[src/rtl/impl_pkg.sv]
// ---------------------------------------------------------------------------
// impl_pkg
// Shared types for the implication checker: the bitwise function select
// encoding and the frame FSM states.
// ---------------------------------------------------------------------------
package impl_pkg;

    // Bitwise function applied to (a, b) on every beat of a frame.
    typedef enum logic [1:0] {
        IMP  = 2'b00,   // ~a | b
        CONV = 2'b01,   //  a | ~b
        NIMP = 2'b10,   //  a & ~b
        XNOR = 2'b11    // ~(a ^ b)
    } op_e;

    typedef enum logic [1:0] {
        IDLE   = 2'd0,
        ACCUM  = 2'd1,
        REPORT = 2'd2
    } state_e;

endpackage

[src/rtl/impl_bitop.sv]
// ---------------------------------------------------------------------------
// impl_bitop
// Purely combinational bitwise function unit.
//   a, b   : WIDTH-bit operands
//   op     : function select (impl_pkg::op_e encoding)
//   result : WIDTH-bit per-bit function of a and b
// ---------------------------------------------------------------------------
module impl_bitop
    import impl_pkg::*;
#(
    parameter int WIDTH = 8
) (
    input  logic [WIDTH-1:0] a,
    input  logic [WIDTH-1:0] b,
    input  logic [1:0]       op,
    output logic [WIDTH-1:0] result
);

    always_comb begin
        result = '0;
        case (op_e'(op))
            IMP:     result = ~a | b;
            CONV:    result = a | ~b;
            NIMP:    result = a & ~b;
            XNOR:    result = ~(a ^ b);
            default: result = '0;
        endcase
    end

endmodule

[config.mk]
export PLATFORM = sky130hd
export DESIGN_NAME = impl_bitop
export DESIGN_NICKNAME = d
export VERILOG_FILES = /design/src/rtl/impl_pkg.sv /design/src/rtl/impl_bitop.sv
export SDC_FILE = /design/constraint.sdc
export NUM_CORES = 1
export LEC_CHECK = 0
export BUFFER_PORTS_ARGS = -buffer_cell sky130_fd_sc_hd__buf_2
export CAP_MARGIN = 20
export CORE_AREA = 2 2 39 41
export DETAILED_ROUTE_END_ITERATION = 16
export DIE_AREA = 0 0 41 43
export PLACE_DENSITY = 0.77
export SYNTH_ARGS = -nofsm -noshare
export SYNTH_HDL_FRONTEND = slang
export SYNTH_SLANG_ARGS = --single-unit
[constraint.sdc]
create_clock -name vclk -period 1.92
set_clock_uncertainty 0.05 [all_clocks]
set_input_delay 0.384 -clock vclk [all_inputs]
set_output_delay 0.384 -clock vclk [all_outputs]
set_load 0.005 [all_outputs]
# ---- Word level (Yosys, flattened, before mapping)
# Cells that the tools add are included.
dict set report classes {
  n_eq_ne 3
  muxes 1
  bitwise 7
  n_reduce_logical 1
}
# operator count
set ops {}
lappend ops {{$pmux 8 s4} 1}
lappend ops {{$not 8->8} 3}
lappend ops {{$or 8x8->8} 2}
lappend ops {{$and 8x8->8} 1}
lappend ops {{$xor 8x8->8} 1}
lappend ops {{$eq 2x2->1 const B} 2}
lappend ops {{$eq 2x1->1 const B} 1}
lappend ops {{$logic_not 2->1} 1}
dict set report word_totals {
  reg_bits 0
  inputBits 18
  out_inout_bits 8
}

# ---- Longest topological paths before layout
dict set report depth {
  ltp_word 3
  mapped_depth 5
  ltp_nobuf 5
}

# ---- Worst setup path after synthesis
# OpenSTA, ideal clock, no wires.
dict set report synth_timing {
  path_type {input port to output port}
  from {input op[1]}
  to {output result[3]}
  arrival_ps 949
  t_required_ps 1486
  setup_slack_ps 537
  path_stages 5
  path_cell_list {buf_6 > buf_12 > xnor2_1 > nor2_1 > a21oi_1}
}
dict set report synth_between {
  elab_chain_cells 2
  elab_cells_between_ends 5
  cone_classes {eq/ne (3); mux (1); reduce/logical (1)}
}
# element line
set synth_rtl {}
lappend synth_rtl {{from (decl)} impl_bitop.sv:15} ;# input logic [1:0] op,
lappend synth_rtl {{$eq 2x2->1, or another cell as far along} impl_bitop.sv:21} ;# case (op_e'(op))
lappend synth_rtl {{$pmux 8 s4 *} impl_bitop.sv:21}
lappend synth_rtl {{to (decl)} impl_bitop.sv:16} ;# output logic [WIDTH-1:0] result
# Every way passes the cells marked *; elsewhere a longest branch is shown, timed or not.

# ---- Final worst setup path
dict set report layout_timing {
  from {input op[1]}
  to {output result[5]}
}
# The elaborated chain is that of the path after synthesis.

==> impl_metrics.env <==
export IMPL_ioPinCount=26
export IMPL_use_met3_pct=0
export IMPL_ctsHoldBuffers=0
export IMPL_register_area_um2=0
export IMPL_min_path_type="in2out"
export IMPL_fin_ws_ns=0.259
export IMPL_drv_slew=0
export IMPL_cp_top_family="buffers and inverters"
export IMPL_ir_drop_mv=0.0855
export IMPL_synth_area_leader_cell="ha_1"
export IMPL_dieArea_mm2=0.00176
export IMPL_critical_path_endpoint_type="primary output"
export IMPL_row_count=14
export IMPL_synth_common_cells="inv_1 (23), ha_1 (16), a21oi_1 (9), nor2_1 (9), xnor2_1 (8)"
export IMPL_syn_area_um2=549
export IMPL_synthToLayoutAreaGrowth_pct=19.4
export IMPL_setup_tns_final_ns=0
export IMPL_crit_buf_inv=2
export IMPL_seq_cells=0
export IMPL_drt_wl_total_um=852
export IMPL_avgViaCountPerCell=4.37
export IMPL_status="finished clean"
export IMPL_io_buffer_count=26
export IMPL_worstSetupStartpointType="input pin"
export IMPL_crit_path_top_delay_cell="buf_2"
export IMPL_antenna_found_initial=0
export IMPL_fp_dieW_um=41
export IMPL_gr_total_overflow=0
export IMPL_cts_setup_buffers=0
export IMPL_hold_viol_final=0
export IMPL_yosysSeqAreaShare_pct=0
export IMPL_dp_hpwl_um=735
export IMPL_relSlewSlack_pct=71.0
export IMPL_grt_pass1_wl_mm=1.32
export IMPL_netlist_area_leader_share_pct=36.4
export IMPL_critPathKind="in2out"
export IMPL_yosysMostFrequentCell="inv_1"
export IMPL_cap_violations=0
export IMPL_firstDrtPassIters=2
export IMPL_initial_utilization_pct=39.7
export IMPL_antennaDiodeCount=0
export IMPL_p_leak_nw=0.415
export IMPL_setup_viol=0
export IMPL_post_place_ws_ns=0.245
export IMPL_initialDrtViolationCount=2
export IMPL_routedWlPerCell_um=7.47
export IMPL_fmax_mhz=602
export IMPL_grt_max_degree=18
export IMPL_top_usage_layer="met2"
export IMPL_core_mm2=0.00138
export IMPL_worstPathCellList="buf_2, xnor2_1, nor2_1, a21oi_1, buf_2"
export IMPL_vias=498
export IMPL_syn_num_nets=110
export IMPL_crit_fanout=17
export IMPL_drcViolationCount=0
export IMPL_rsz0062_at_grt="no"
export IMPL_cp_common_cell="buf_2"
export IMPL_nClkBuffers=0
export IMPL_final_nets=134
export IMPL_gr_usage_met2_pct=19.4
export IMPL_crit_required_ns=1.49
export IMPL_layout_drive_gt1_share_pct=26.5
export IMPL_arrival_ns=1.23
export IMPL_gp_congestion=0.604
export IMPL_grtUsageMet1_pct=11.1
export IMPL_die_y_um=43
export IMPL_syn_avg_cell_area_um2=7.23
export IMPL_synth_warnings=0
export IMPL_cellPowerDensity_mw_per_mm2=196
export IMPL_grt_pass1_vias=400
export IMPL_slowest_delay_ns=0.36
export IMPL_syn_inst=76
export IMPL_grtUsageTotal_pct=9.69
export IMPL_yosysUniqueCellTypes=10
export IMPL_filler_cell_count=144
export IMPL_cts_repair_resized=0
export IMPL_synthTopCellsByArea="ha_1 (36%), inv_1 (16%), mux2i_1 (13%)"
export IMPL_min_period_ns=1.66
export IMPL_ant_nets=0
export IMPL_worst_pin_slew_ns=0.435
export IMPL_period_share_pct=86.5
-- worst paths after layout --
check,slack [ns],start,end,depth (start not counted)
min,1.16,op[0],result[7],3
max,0.26,op[1],result[5],5
-- cell families after synthesis --
| group | count (synthesis) | share of synthesized area [%] |
|---|---|---|
| AOI/OAI and AO/OA | 9 | 8.20 |
| xor gates and xnor gates | 8 | 12.8 |
| adders and majority gates | 16 | 36.4 |
| buffers and inverters | 27 | 23.7 |
| muxes | 7 | 12.8 |
| and+or+nand+nor | 9 | 6.15 |
-- per-layer routing --
layer	part of all wire [%]	up-vias
li1	-	271
met1	45	215
met2	49	12
met3	5.8	0
met4	0	0
met5	0	-
-- final cells by class --
cell class                      instances  area (um2)  share of cell area, %
Timing Repair Buffer                   26         130                   19.8
Inverter                               23        86.3                   13.2
Tap cell                               16        20.0                   3.05
Multi-Input combinational cell         49         419                   63.9
-- power by group --
| group | internal (W) | switching [W] | total (W) |
|---|---|---|---|
| Clock | 0 | 0 | 0 |
| Combinational | 0.0000664 | 0.0000619 | 0.000128 |
| Sequential | 0 | 0 | 0 |
-- stage by stage --
stage	utilization, %	total power (W)	area, um2	hold WS, ns	cells
final	47.4	0.000128	656	1.16	114
after CTS	47.4	0.000131	656	1.16	114
after global routing	47.4	0.000149	656	1.20	114
after floorplan	-	0.0000894	549	0.990	76
after global placement	47.4	0.000125	656	1.16	114
after detailed placement	47.4	0.000130	656	1.16	114
-- cell usage in the layout, fill, tap and decap left out --
cell type,instances
nor2_1,9
xnor2_1,8
mux2i_1,7
a21oi_1,9
ha_1,16
inv_1,23
buf_2,26
(Power assumes the default switching activity.)
